==> src/rtl/b_loc_ctrl_if.sv <==
// Handshake and b-flag bundle between b_loc_ctrl (master) and the datapath /
// b-flag register (slave).
interface b_loc_ctrl_if #(
  parameter int unsigned CW = 9
);
  logic          mmul_en;
  logic [1:0]    b_flag;
  logic          op_ack;
  logic          op_req;
  logic [2:0]    sel_b;
  logic [2:0]    wr_sel;
  logic [1:0]    b_flag_in;
  logic          b_flag_we;
  logic          busy;
  logic [CW-1:0] iter;
  logic          done;
  logic          err;

  modport master (
    input  mmul_en, b_flag, op_ack,
    output op_req, sel_b, wr_sel, b_flag_in, b_flag_we, busy, iter, done, err
  );

  modport slave (
    output mmul_en, b_flag, op_ack,
    input  op_req, sel_b, wr_sel, b_flag_in, b_flag_we, busy, iter, done, err
  );
endinterface

==> src/rtl/b_loc_ctrl.sv <==
// Operand-b location controller: steers b reads and ping-pongs results between regc/regd.
// Optional B_LOC_ERR_EN: flag value 11 in ISSUE aborts the operation and sets sticky err.
module b_loc_ctrl #(
  parameter int unsigned N_ITER = 256,
  parameter int unsigned CW     = 9
) (
  input  logic         clk,
  input  logic         rst,
  b_loc_ctrl_if.master bus
);
  typedef enum logic [2:0] {IDLE, WAIT, ISSUE, COMMIT, SYNC, DONE} state_e;

  localparam logic [CW-1:0] LAST = CW'(N_ITER);

  state_e        state_q, state_d;
  logic [CW-1:0] iter_q, iter_d;
  logic          dst_regd_q, dst_regd_d;
  logic          flag_abort;
  logic          kill;

`ifdef B_LOC_ERR_EN
  logic err_q, err_d;

  assign flag_abort = (state_q == ISSUE) && (bus.b_flag == 2'b11);

  always_comb begin
    err_d = err_q;
    if (bus.mmul_en) begin
      err_d = 1'b0;
    end else if (flag_abort) begin
      err_d = 1'b1;
    end
  end

  always_ff @(posedge clk) begin
    if (rst) begin
      err_q <= 1'b0;
    end else begin
      err_q <= err_d;
    end
  end

  assign bus.err = err_q;
`else
  assign flag_abort = 1'b0;
  assign bus.err    = 1'b0;
`endif

  // Destination is latched on the ack so COMMIT decodes only registered state.
  always_comb begin
    state_d    = state_q;
    iter_d     = iter_q;
    dst_regd_d = dst_regd_q;
    unique case (state_q)
      IDLE:   state_d = IDLE;
      WAIT:   state_d = ISSUE;
      ISSUE: begin
        if (flag_abort) begin
          state_d = IDLE;
        end else if (bus.op_ack) begin
          state_d    = COMMIT;
          dst_regd_d = (bus.b_flag == 2'b00);
        end
      end
      COMMIT: begin
        state_d = SYNC;
        iter_d  = iter_q + CW'(1);
      end
      SYNC:   state_d = (iter_q == LAST) ? DONE : ISSUE;
      DONE:   state_d = IDLE;
      default: state_d = IDLE;
    endcase
    if (bus.mmul_en) begin
      state_d = WAIT;
      iter_d  = '0;
    end
  end

  always_ff @(posedge clk) begin
    if (rst) begin
      state_q    <= IDLE;
      iter_q     <= '0;
      dst_regd_q <= 1'b0;
    end else begin
      state_q    <= state_d;
      iter_q     <= iter_d;
      dst_regd_q <= dst_regd_d;
    end
  end

  // A restart (or an abort) drops every strobe in the cycle it is seen.
  always_comb begin
    kill          = bus.mmul_en | flag_abort;
    bus.op_req    = 1'b0;
    bus.sel_b     = '0;
    bus.wr_sel    = '0;
    bus.b_flag_in = '0;
    bus.b_flag_we = 1'b0;
    bus.done      = 1'b0;
    if (!kill) begin
      unique case (state_q)
        ISSUE: begin
          bus.op_req = 1'b1;
          unique case (bus.b_flag)
            2'b00:   bus.sel_b = 3'b001;
            2'b01:   bus.sel_b = 3'b010;
            default: bus.sel_b = 3'b100;
          endcase
        end
        COMMIT: begin
          bus.b_flag_we = 1'b1;
          bus.wr_sel    = dst_regd_q ? 3'b010 : 3'b001;
          bus.b_flag_in = {1'b0, dst_regd_q};
        end
        DONE:    bus.done = 1'b1;
        default: bus.done = 1'b0;
      endcase
    end
  end

  assign bus.busy = (state_q != IDLE);
  assign bus.iter = iter_q;
endmodule

==> src/flat_wrapper.sv <==
// flat-port wrapper written by rule: the top's interface ports become plain ports
module b_loc_ctrl_flat 
#(
  parameter int unsigned N_ITER = 256,
  parameter int unsigned CW     = 9
)
  (clk, rst, bus_mmul_en, bus_b_flag, bus_op_ack, bus_op_req, bus_sel_b, bus_wr_sel, bus_b_flag_in, bus_b_flag_we, bus_busy, bus_iter, bus_done, bus_err);
  b_loc_ctrl_if #(.CW(CW)) bus_i ();
  input  logic clk;
  input  logic rst;
  input wire logic [$bits(bus_i.mmul_en)-1:0] bus_mmul_en;
  input wire logic [$bits(bus_i.b_flag)-1:0] bus_b_flag;
  input wire logic [$bits(bus_i.op_ack)-1:0] bus_op_ack;
  output wire logic [$bits(bus_i.op_req)-1:0] bus_op_req;
  output wire logic [$bits(bus_i.sel_b)-1:0] bus_sel_b;
  output wire logic [$bits(bus_i.wr_sel)-1:0] bus_wr_sel;
  output wire logic [$bits(bus_i.b_flag_in)-1:0] bus_b_flag_in;
  output wire logic [$bits(bus_i.b_flag_we)-1:0] bus_b_flag_we;
  output wire logic [$bits(bus_i.busy)-1:0] bus_busy;
  output wire logic [$bits(bus_i.iter)-1:0] bus_iter;
  output wire logic [$bits(bus_i.done)-1:0] bus_done;
  output wire logic [$bits(bus_i.err)-1:0] bus_err;
  assign bus_i.mmul_en = bus_mmul_en;
  assign bus_i.b_flag = bus_b_flag;
  assign bus_i.op_ack = bus_op_ack;
  assign bus_op_req = bus_i.op_req;
  assign bus_sel_b = bus_i.sel_b;
  assign bus_wr_sel = bus_i.wr_sel;
  assign bus_b_flag_in = bus_i.b_flag_in;
  assign bus_b_flag_we = bus_i.b_flag_we;
  assign bus_busy = bus_i.busy;
  assign bus_iter = bus_i.iter;
  assign bus_done = bus_i.done;
  assign bus_err = bus_i.err;
  b_loc_ctrl #(.N_ITER(N_ITER), .CW(CW)) u_core (.clk(clk), .rst(rst), .bus(bus_i));
endmodule
==> config.mk <==
export PLATFORM = sky130hd
export DESIGN_NAME = b_loc_ctrl_flat
export DESIGN_NICKNAME = d
export VERILOG_FILES = /design/src/rtl/b_loc_ctrl_if.sv /design/src/rtl/b_loc_ctrl.sv /design/src/flat_wrapper.sv
export SDC_FILE = /design/constraint.sdc
export NUM_CORES = 1
export LEC_CHECK = 0
export CORE_ASPECT_RATIO = 0.9
export CORE_MARGIN = 2
export CORE_UTILIZATION = 46
export DETAILED_ROUTE_END_ITERATION = 16
export PLACE_DENSITY = 0.83
export SLEW_MARGIN = 20
export SYNTH_ARGS = -nofsm -noshare
export SYNTH_HDL_FRONTEND = slang
export SYNTH_SLANG_ARGS = --single-unit
==> constraint.sdc <==
create_clock -name clk -period 2.8 [get_ports clk]
set_clock_uncertainty 0.15 [all_clocks]
set_input_delay 0.56 -clock clk [delete_from_list [all_inputs] [get_ports clk]]
set_output_delay 0.56 -clock clk [all_outputs]
set_load 0.005 [all_outputs]
==> results.yml, run 1 <==
critical_path:
  required_ns: 2.09
  r2r_start: "u_core.state_q[0]"
  critPathCaptureType: "output pin"
  crit_arrival_ns: 1.90
  cp_max_fo: 7
  critPathLaunchType: "flop"
  path_class: "flop to output pin"
  r2r_cells: 3
  startpoint: "u_core.state_q[1]"
timing:
  max_freq_ghz: 0.383
  setup_viol_count_final: 0
  period_minus_slack_ns: 2.61
  hold_viol: 0
  drv_slew: 0
  fin_tns_setup_ns: 0
  rsz0062_at_grt: "false"
  min_period_over_period_pct: 93.2
  fin_ws_ns: 0.191
die:
  io_pins: 28
  coreArea_sq_um: 1500
  initial_utilization_pct: 50.5
  die_width_microns: 46.7
  die_h_microns: 42.5
  std_cell_rows: 13
  dieArea_sq_um: 1980
synthesis:
  synth_top_area_cell: "dfxtp_1"
  ys_ff_latch: 13
  synthFlopType: "dfxtp_1"
  synth_edf_count: 0
  syn_area_per_cell_sq_um: 8.40
  synth_top_area_share_pct: 34.4
  yosys-top-cells-area: "dfxtp_1 34%, a21oi_1 5.3%, buf_4 5.0%"
  yosys_warnings: 0
  syn_area_sq_um: 756
  async_reset_ff_share_pct: 0
  synth_seq_area_share_pct: 34.4
  syn-instance-count: 90
  synth.distinct_cells: 32
power_and_ir_drop:
  leakage_nw: 0.379
  p_clk_share_pct: 34.9
  share_comb_of_total_power_pct: 8.8
  vdd_ir_drop_max_mv: 0.331
  p_sw_share_pct: 23.3
  p_switching_mw: 0.0785
  internal_power_mw: 0.258
  pwr-share-seq_pct: 56.3
  power_density_nw_per_um2: 328
placed_design:
  place_congestion: 0.788
  place_hpwl_microns: 1320
  place_ws_ns: -0.0638
  port_buffers: 24
grt:
  globalRouteMet1Util_pct: 26.4
  met2_usage_pct: 27.2
  grt_max_degree: 12
  met3_usage_pct: 5.17
  antenna_found_initial: 0
  grt_first_pass_wirelength_microns: 2680
  busiest_layer: "met2"
  gr-total-overflow: 0
  track_usage_pct: 18.3
  first_global_vias: 612
clock_network:
  numCtsBuffers: 3
  cts_sinks: 13
  path_clk_slew_ns: 0.08
  htree_levels: 1
  clk_latency_ns: 0.28
  cts.hold.buffers_added: 0
  cts_buffer_depth: 2
  cts_tree: "done"
  cts_root_buf: "clkbuf_4"
route:
  wl_per_cell_microns: 12.5
  antenna_left: 0
  drtPass1Iterations: 4
  viasPerCell: 5.36
  num_vias: 734
  routed_wl_microns: 1710
  drtIter0Drc: 14
  drc_errors: 0
min_path:
  hold_path.class: "flop to flop"
  whs_path_depth: 2
  min_from: "u_core.bus.iter[8]"
flow_run:
  cap_violations: 0
cells_and_area:
  area_delta_synth_final_pct: 35.8
  drive_gt1_share_pct: 7.83
  fin_nets: 124
  final_core_util_pct: 68.6
  antenna_cells: 0
run_status:
  status: "finished clean"
[state kept, by name, indices dropped and copies added (netlist names)]
name	count
u_core.bus.iter	9
u_core.state_q	3
u_core.dst_regd_q	1
[final cells by class]
| type | count | area (sq um) |
|---|---|---|
| Multi-Input combinational cell | 64 | 425 |
| Timing Repair Buffer | 27 | 260 |
| Clock buffer | 4 | 26.3 |
| Sequential cell | 13 | 260 |
| Fill cell | 132 | 470 |
| Inverter | 7 | 26.3 |
| Tap cell | 22 | 27.5 |
[power groups by stage]
stage | clock network [mW] | registers [mW] | logic [mW]
after detailed placement | 0 | 0.194 | 0.0289
after global placement | 0 | 0.194 | 0.0287
after CTS | 0.120 | 0.190 | 0.0288
after floorplan | 0 | 0.192 | 0.0188
final | 0.118 | 0.190 | 0.0295
after global routing | 0.131 | 0.190 | 0.0326
[synth_stat cells (all sizes together) (2+ instances only)]
cell type   n
nor3        2
nand2b      2
o31ai       4
ha          2
or3         6
inv         7
mux2i       3
nand2       3
nor2        7
clkbuf      2
dfxtp      13
nor4b       2
o21ai       3
a21oi       8
and2        2
or4         3
nor3b       2
buf         6
[through the flow]
step | hold slack, ns | power, mW | cells | cell area (sq um)
2_1_floorplan | 0.318 | 0.211 | 92 | 763
3_3_place_gp | 0.324 | 0.222 | 131 | 982
3_5_place_dp | 0.347 | 0.223 | 131 | 982
4_1_cts | 0.358 | 0.338 | 135 | 1010
5_1_grt | 0.368 | 0.354 | 137 | 1030
6_report | 0.358 | 0.337 | 137 | 1030
[cells in the final DEF, fill, tap and decap left out, drive strengths merged, types with 2 or more instances in the layout]
cell type	n
clkdlybuf4s50	22
dfxtp	13
a21oi	8
inv	7
nor2	7
or3	6
o31ai	4
clkbuf	4
mux2i	3
nand2	3
or4	3
o21ai	3
conb	3
buf	3
nor3	2
nand2b	2
nor3b	2
and2	2
nor4b	2
ha	2
dlygate4sd2	2
[repair_timing]
item | 4_1_cts | 5_1_grt
gates resized for setup | 3 | 0
setup buffers | 0 | 2
pin swaps | 0 | 1
setup endpoints to repair | 3 | 2
[cells by family after synthesis]
| kind of cell | count (synthesis) | synth area share (%) |
|---|---|---|
| muxes | 3 | 3.97 |
| buffers and inverters | 15 | 10.9 |
| xor gates and xnor gates | 1 | 1.16 |
| DFF | 13 | 34.4 |
| and+or+nand+nor | 37 | 30.8 |
| adders and majority gates | 2 | 3.31 |
| other | 1 | 0.496 |
| AOI/OAI and AO/OA | 18 | 14.9 |
[critical path, cell delays in order (launching register included)]
cell	delay, ns
dfxtp_1	0.45
nand2b_1	0.12
or3_4	0.36
inv_1	0.08
and2_1	0.12
clkdlybuf4s50_1	0.49
[final timing paths]
kind / slack, ns / to
max: 0.19 / bus_sel_b[2]
min: 0.36 / u_core.bus.iter[8]
max reg2reg: 1.08 / u_core.bus.iter[5]
min reg2reg: 0.36 / u_core.bus.iter[8]
[per-layer routing]
metal / part of all wire [%] / routed length [microns]
met3: 3.6 / 61
met2: 49 / 842
met5: 0 / 0
met1: 46 / 791
met4: 1.1 / 18
Power figures use the tool's default switching activity.
==> run 2: changes to the inputs <==
--- a/config.mk
+++ b/config.mk
@@ -5,11 +5,11 @@
 export SDC_FILE = /design/constraint.sdc
 export NUM_CORES = 1
 export LEC_CHECK = 0
-export CORE_ASPECT_RATIO = 0.9
+export CORE_ASPECT_RATIO = 1.25
 export CORE_MARGIN = 2
-export CORE_UTILIZATION = 46
+export CORE_UTILIZATION = 42
 export DETAILED_ROUTE_END_ITERATION = 16
-export PLACE_DENSITY = 0.83
+export PLACE_DENSITY = 0.76
 export SLEW_MARGIN = 20
 export SYNTH_ARGS = -nofsm -noshare
 export SYNTH_HDL_FRONTEND = slang
==> constraint.sdc (replaced) <==
create_clock -name clk -period 2.9 [get_ports clk]
set_clock_uncertainty 0.15 [all_clocks]
set_input_delay 0.58 -clock clk [delete_from_list [all_inputs] [get_ports clk]]
set_output_delay 0.58 -clock clk [all_outputs]
set_load 0.005 [all_outputs]
==> run 2 against run 1 <==
Effect of this change:
- hold slack got worse by 0.017 ns
- critical path depth is 1 lower
- combinational power is essentially flat
- via count up 3.7%
- largest power group unchanged
- critical path type is now input port to output pin
- global-route usage increased by 0.37 points
- die area is 8.7% higher
- worst setup slack worse by 0.11 ns
- first-iteration DRC count is 29% lower
- flip-flop and latch count is the same
==> results.yml, run 2 (synthesis gave the netlist of run 1 again) <==
min_path:
  min_from: "u_core.bus.iter[8]"
  hold_path.class: "flop to flop"
  whs_path_depth: 2
  hold_end: "u_core.bus.iter[8]"
die:
  std_cell_rows: 17
  initial_utilization_pct: 43.9
  dieArea_sq_um: 2160
  die_h_microns: 51.4
  die_width_microns: 41.9
  io_pins: 28
  coreArea_sq_um: 1720
grt:
  first_global_vias: 757
  antenna_found_initial: 0
  grt_max_degree: 12
  grt_first_pass_wirelength_microns: 3170
  gr-total-overflow: 0
  track_usage_pct: 18.7
critical_path:
  cp_max_fo: 3
  critPathCaptureType: "output pin"
  reg2reg_slack_ns: 1.13
  startpoint: "bus_mmul_en"
  r2r_end: "u_core.bus.iter[7]"
  r2r_cells: 3
  crit_arrival_ns: 2.09
  path_class: "input port to output pin"
  required_ns: 2.17
  critPathLaunchType: "input port"
  r2r_start: "u_core.state_q[0]"
run_status:
  status: "finished clean"
timing:
  rsz0062_at_grt: "false"
  min_period_over_period_pct: 97.3
  slew_headroom_pct: 65.9
  period_minus_slack_ns: 2.82
  max_freq_ghz: 0.354
  fin_ws_ns: 0.0788
  fin_tns_setup_ns: 0
  drv_slew: 0
  tightest_slew_ns: 0.504
  setup_viol_count_final: 0
  hold_viol: 0
clock_network:
  htree_levels: 1
  cts_sinks: 13
  cts_tree: "done"
  clk_latency_ns: 0.27
  cts.hold.buffers_added: 0
  cts_buffer_depth: 2
  numCtsBuffers: 3
  cts_root_buf: "clkbuf_4"
  path_clk_slew_ns: 0.07
route:
  num_vias: 761
  drtIter0Drc: 10
  routed_wl_microns: 1770
  top_layer_used: "met4"
  wl_met1_microns: 706
  antenna_left: 0
  wl_per_cell_microns: 13.3
  drc_errors: 0
  wl_met3_microns: 88
  wl_met2_microns: 973
  viasPerCell: 5.72
  drtPass1Iterations: 3
cells_and_area:
  antenna_cells: 0
  drive_gt1_share_pct: 8.77
  largest_reg_flops: 9
  fin_nets: 123
  area_delta_synth_final_pct: 35.9
  final_common_cell: "clkdlybuf4s50_1"
  layout_common_cells: "24 x clkdlybuf4s50_1, 13 x dfxtp_1, 8 x a21oi_1"
  finalInstanceArea_sq_um: 1030
placed_design:
  place_congestion: 0.759
  port_buffers: 24
  dpl-instance-area_sq_um: 986
  place_ws_ns: 0.0179
  place_hpwl_microns: 1410
power_and_ir_drop:
  finalPower_mw: 0.322
  leakage_nw: 0.371
  power_density_nw_per_um2: 314
  vdd_ir_drop_max_mv: 0.301
flow_run:
  cap_violations: 0
run 2: cell count changes in the layout (fill, tap and decap cells not counted), sizes merged:
cell | previous run | this run
buf | 3 | 2
dlygate4sd2 | 2 | 0
clkdlybuf4s50 | 22 | 24
run 2: cell type report:
| class | instances | area [sq um] |
|---|---|---|
| fill | 165 | 696 |
| multi-input combinational | 64 | 435 |
| sequential | 13 | 260 |
| timing repair buffer | 26 | 255 |
| clock buffer | 4 | 26.3 |
| inverter | 7 | 26.3 |
| tap | 19 | 23.8 |
run 2: per-stage QoR:
step,std cells,hold WS (ns),util [%]
finish,133,0.341,59.6
global route,133,0.381,59.6
CTS,133,0.346,58.8
detailed placement,129,0.335,57.2
global placement,129,0.320,57.2
floorplan,92,0.318,-
run 2: timing repair:
action | 4_1_cts | 5_1_grt
setup buffers | 0 | 0
gates resized for setup | 0 | 3
setup endpoints to repair | 0 | 2
run 2: layer usage:
| layer | GRT usage (%) | vias to the layer above |
|---|---|---|
| met2 | 36.7 | 20 |
| met3 | 4.24 | 2 |
| met5 | 0 | - |
| li1 | - | 373 |
| met1 | 19.3 | 366 |
| met4 | 5.38 | 0 |
run 2: worst max-delay path by stage:
stage / end / slack [ns] / cells after the start
floorplan: bus_sel_b[1] / 0.82 / 3
global placement: bus_sel_b[1] / 0.07 / 4
detailed placement: bus_sel_b[1] / 0.02 / 4
CTS: bus_sel_b[1] / 0.03 / 4
global route: bus_sel_b[1] / 0.01 / 4
finish: bus_sel_b[1] / 0.08 / 4
run 2: worst max-delay path, cell delays in order:
cell	delay [ns]
clkdlybuf4s50_1	0.41
or3_4	0.39
nor3b_2	0.18
clkdlybuf4s50_1	0.52
run 2: report_power, final:
part           total, mW  internal (mW)  switching (mW)
Combinational     0.0298         0.0166          0.0132
Sequential         0.183          0.180         0.00327
Clock              0.109         0.0531          0.0560
==> run 3: changes to the inputs <==
--- a/config.mk
+++ b/config.mk
@@ -5,11 +5,12 @@
 export SDC_FILE = /design/constraint.sdc
 export NUM_CORES = 1
 export LEC_CHECK = 0
+export ABC_AREA = 1
 export CORE_ASPECT_RATIO = 1.25
 export CORE_MARGIN = 2
-export CORE_UTILIZATION = 42
+export CORE_UTILIZATION = 43
 export DETAILED_ROUTE_END_ITERATION = 16
-export PLACE_DENSITY = 0.76
+export PLACE_DENSITY = 0.77
 export SLEW_MARGIN = 20
 export SYNTH_ARGS = -nofsm -noshare
 export SYNTH_HDL_FRONTEND = slang
==> run 3 against run 2 <==
Effect of this change:
- sequential power is essentially flat
- largest cell class unchanged
- count of clock-buffer cells in the layout unchanged
- area after synthesis rose by 3.6%
- clock power is 6% higher
- first-iteration DRC count grew 10%
- maximum frequency up 5.0%
- critical endpoint is now bus_sel_b[0]
- global-route usage is 2.1 points lower
- combinational power up 14%
- largest power group unchanged
- critical path depth is 1 lower
- design area is 1.5% higher
==> results.yml, run 3 <==
run_status:
  status: "finished clean"
critical_path:
  cp_max_fo: 7
  cpMostUsedCell: "clkdlybuf4s50_1"
  r2r_cells: 5
  slowest_stage: "clkdlybuf4s50_1"
  critPathLaunchType: "input port"
  path_class: "input port to output pin"
  cp_cell_sequence: "clkdlybuf4s50_1 -> nor4_1 -> clkdlybuf4s50_1"
  cp_slowest_stage_delay_ns: 0.54
  critPathCaptureType: "output pin"
  reg2reg_slack_ns: 1.43
  required_ns: 2.17
  crit_family: "buffers and inverters"
  cp.depth: 3
  critPathBufInv: 2
  crit_arrival_ns: 1.96
  r2r_start: "u_core.state_q[0]"
  r2r_end: "u_core.bus.iter[7]"
die:
  std_cell_rows: 17
  die_h_microns: 51.7
  die_width_microns: 42.2
  coreArea_sq_um: 1740
  io_pins: 28
  initial_utilization_pct: 44.9
  dieArea_sq_um: 2180
timing:
  fin_tns_setup_ns: 0
  rsz0062_at_grt: "false"
  min_period_over_period_pct: 92.7
  period_minus_slack_ns: 2.69
  drv_slew: 0
  setup_viol_count_final: 0
  max_freq_ghz: 0.372
  fin_ws_ns: 0.213
  hold_slack_ns: 0.349
  hold_viol: 0
power_and_ir_drop:
  power_density_nw_per_um2: 318
  finalPower_mw: 0.331
  leakage_nw: 0.429
  vdd_ir_drop_max_mv: 0.211
cells_and_area:
  layout_common_cells: "24 x clkdlybuf4s50_1, 22 x nand2_1, 19 x inv_1"
  multi_input_area_sq_um: 398
  drive_gt1_share_pct: 11.1
  seqCellArea_sq_um: 260
  fin_nets: 153
  fin_cells: 163
  largest_reg_flops: 9
  final_common_cell: "clkdlybuf4s50_1"
  antenna_cells: 0
  final_core_util_pct: 59.8
  area_delta_synth_final_pct: 33.1
  fillers: 174
  finalInstanceArea_sq_um: 1040
synthesis:
  ys_ff_latch: 13
  synth_seq_area_share_pct: 33.2
  yosys_warnings: 0
  synthFlopType: "dfxtp_1"
  synth_top_area_cell: "dfxtp_1"
  synth.most_common_cell: "nand2_1"
  synth_edf_count: 0
  async_reset_ff_share_pct: 0
  syn_area_sq_um: 783
  syn_area_per_cell_sq_um: 6.58
  ys_top_cells_by_count: "22 x nand2_1, 19 x inv_1, 14 x nor2_1"
  syn-instance-count: 119
  synth.distinct_cells: 23
  yosys-top-cells-area: "dfxtp_1 33%, nand2_1 11%, inv_1 9.1%"
  synth_top_area_share_pct: 33.2
grt:
  antenna_found_initial: 0
  first_global_vias: 757
  grt_first_pass_wirelength_microns: 2820
  gr-total-overflow: 0
  grt_max_degree: 13
  track_usage_pct: 16.6
placed_design:
  place_ws_ns: 0.226
  place_inst: 159
  place_hpwl_microns: 1330
  dpl-instance-area_sq_um: 1020
  port_buffers: 24
  place_congestion: 0.864
clock_network:
  cts_buffer_depth: 2
  numCtsBuffers: 3
  clk_latency_ns: 0.28
  htree_levels: 1
  path_clk_slew_ns: 0.08
  cts-resized-gates: 0
  cts_setup_buffers: 0
  cts_tree: "done"
  cts_sinks: 13
  cts.hold.buffers_added: 0
  cts_root_buf: "clkbuf_4"
route:
  drc_errors: 0
  wl_per_cell_microns: 10.0
  drtPass1Iterations: 4
  routed_wl_microns: 1640
  antenna_left: 0
  num_vias: 804
  viasPerCell: 4.93
  drtIter0Drc: 11
flow_run:
  cap_violations: 0
min_path:
  hold_path.class: "flop to flop"
  whs_path_depth: 2
  min_from: "u_core.dst_regd_q"
  hold_end: "u_core.dst_regd_q"
run 3: cell count changes in the layout (fill, tap and decap cells not counted), moves of 4 or more:
| cell | previous run | this run |
|---|---|---|
| nand2_1 | 3 | 22 |
| inv_1 | 7 | 19 |
| nand3_1 | 1 | 9 |
| nor2_1 | 7 | 14 |
| o21ai_1 | 0 | 7 |
| or3_1 | 5 | 0 |
| inv_2 | 0 | 4 |
| o31ai_1 | 4 | 0 |
run 3: how the worst max path moves through the flow:
stage | endpoint | slack, ns | startpoint
floorplan | bus_sel_b[0] | 1.11 | bus_mmul_en
global placement | bus_sel_b[0] | 0.23 | bus_mmul_en
detailed placement | bus_sel_b[0] | 0.23 | bus_mmul_en
CTS | bus_sel_b[0] | 0.20 | bus_mmul_en
global route | bus_sel_b[0] | 0.13 | bus_mmul_en
finish | bus_sel_b[0] | 0.21 | bus_mmul_en
run 3: report_power, final:
| part | switching [mW] | total, mW | internal [mW] | leakage, nW |
|---|---|---|---|---|
| clock network | 0.0618 | 0.115 | 0.0534 | 0.0150 |
| logic | 0.0178 | 0.0339 | 0.0161 | 0.309 |
| registers | 0.00201 | 0.182 | 0.180 | 0.105 |
run 3: cells by family after synthesis:
group	Yosys count	synth area share (%)
adder cells (fa/ha/maj)	2	3.19
flip-flops	13	33.2
buffers and inverters	29	16.9
AND/OR/NAND/NOR	58	35.3
AO/OA/AOI/OAI	16	10.9
other	1	0.479
run 3: tightest hold or removal path: stages (launching register included):
cell     delay [ns]
dfxtp_1        0.33
o21ai_1        0.07
a21oi_1        0.06
run 3: area by class of cell:
class,count,area share (%)
Clock buffer,4,2.52
Inverter,23,8.28
Multi-Input combinational cell,79,38.2
Sequential cell,13,25.0
Tap cell,19,2.28
Timing Repair Buffer,25,23.8
run 3: routing by layer:
layer,share of wire (%),GRT usage [%]
met1,41,16.2
met2,51,34.1
met3,6.1,2.43
met4,1.2,6.25
met5,0,0
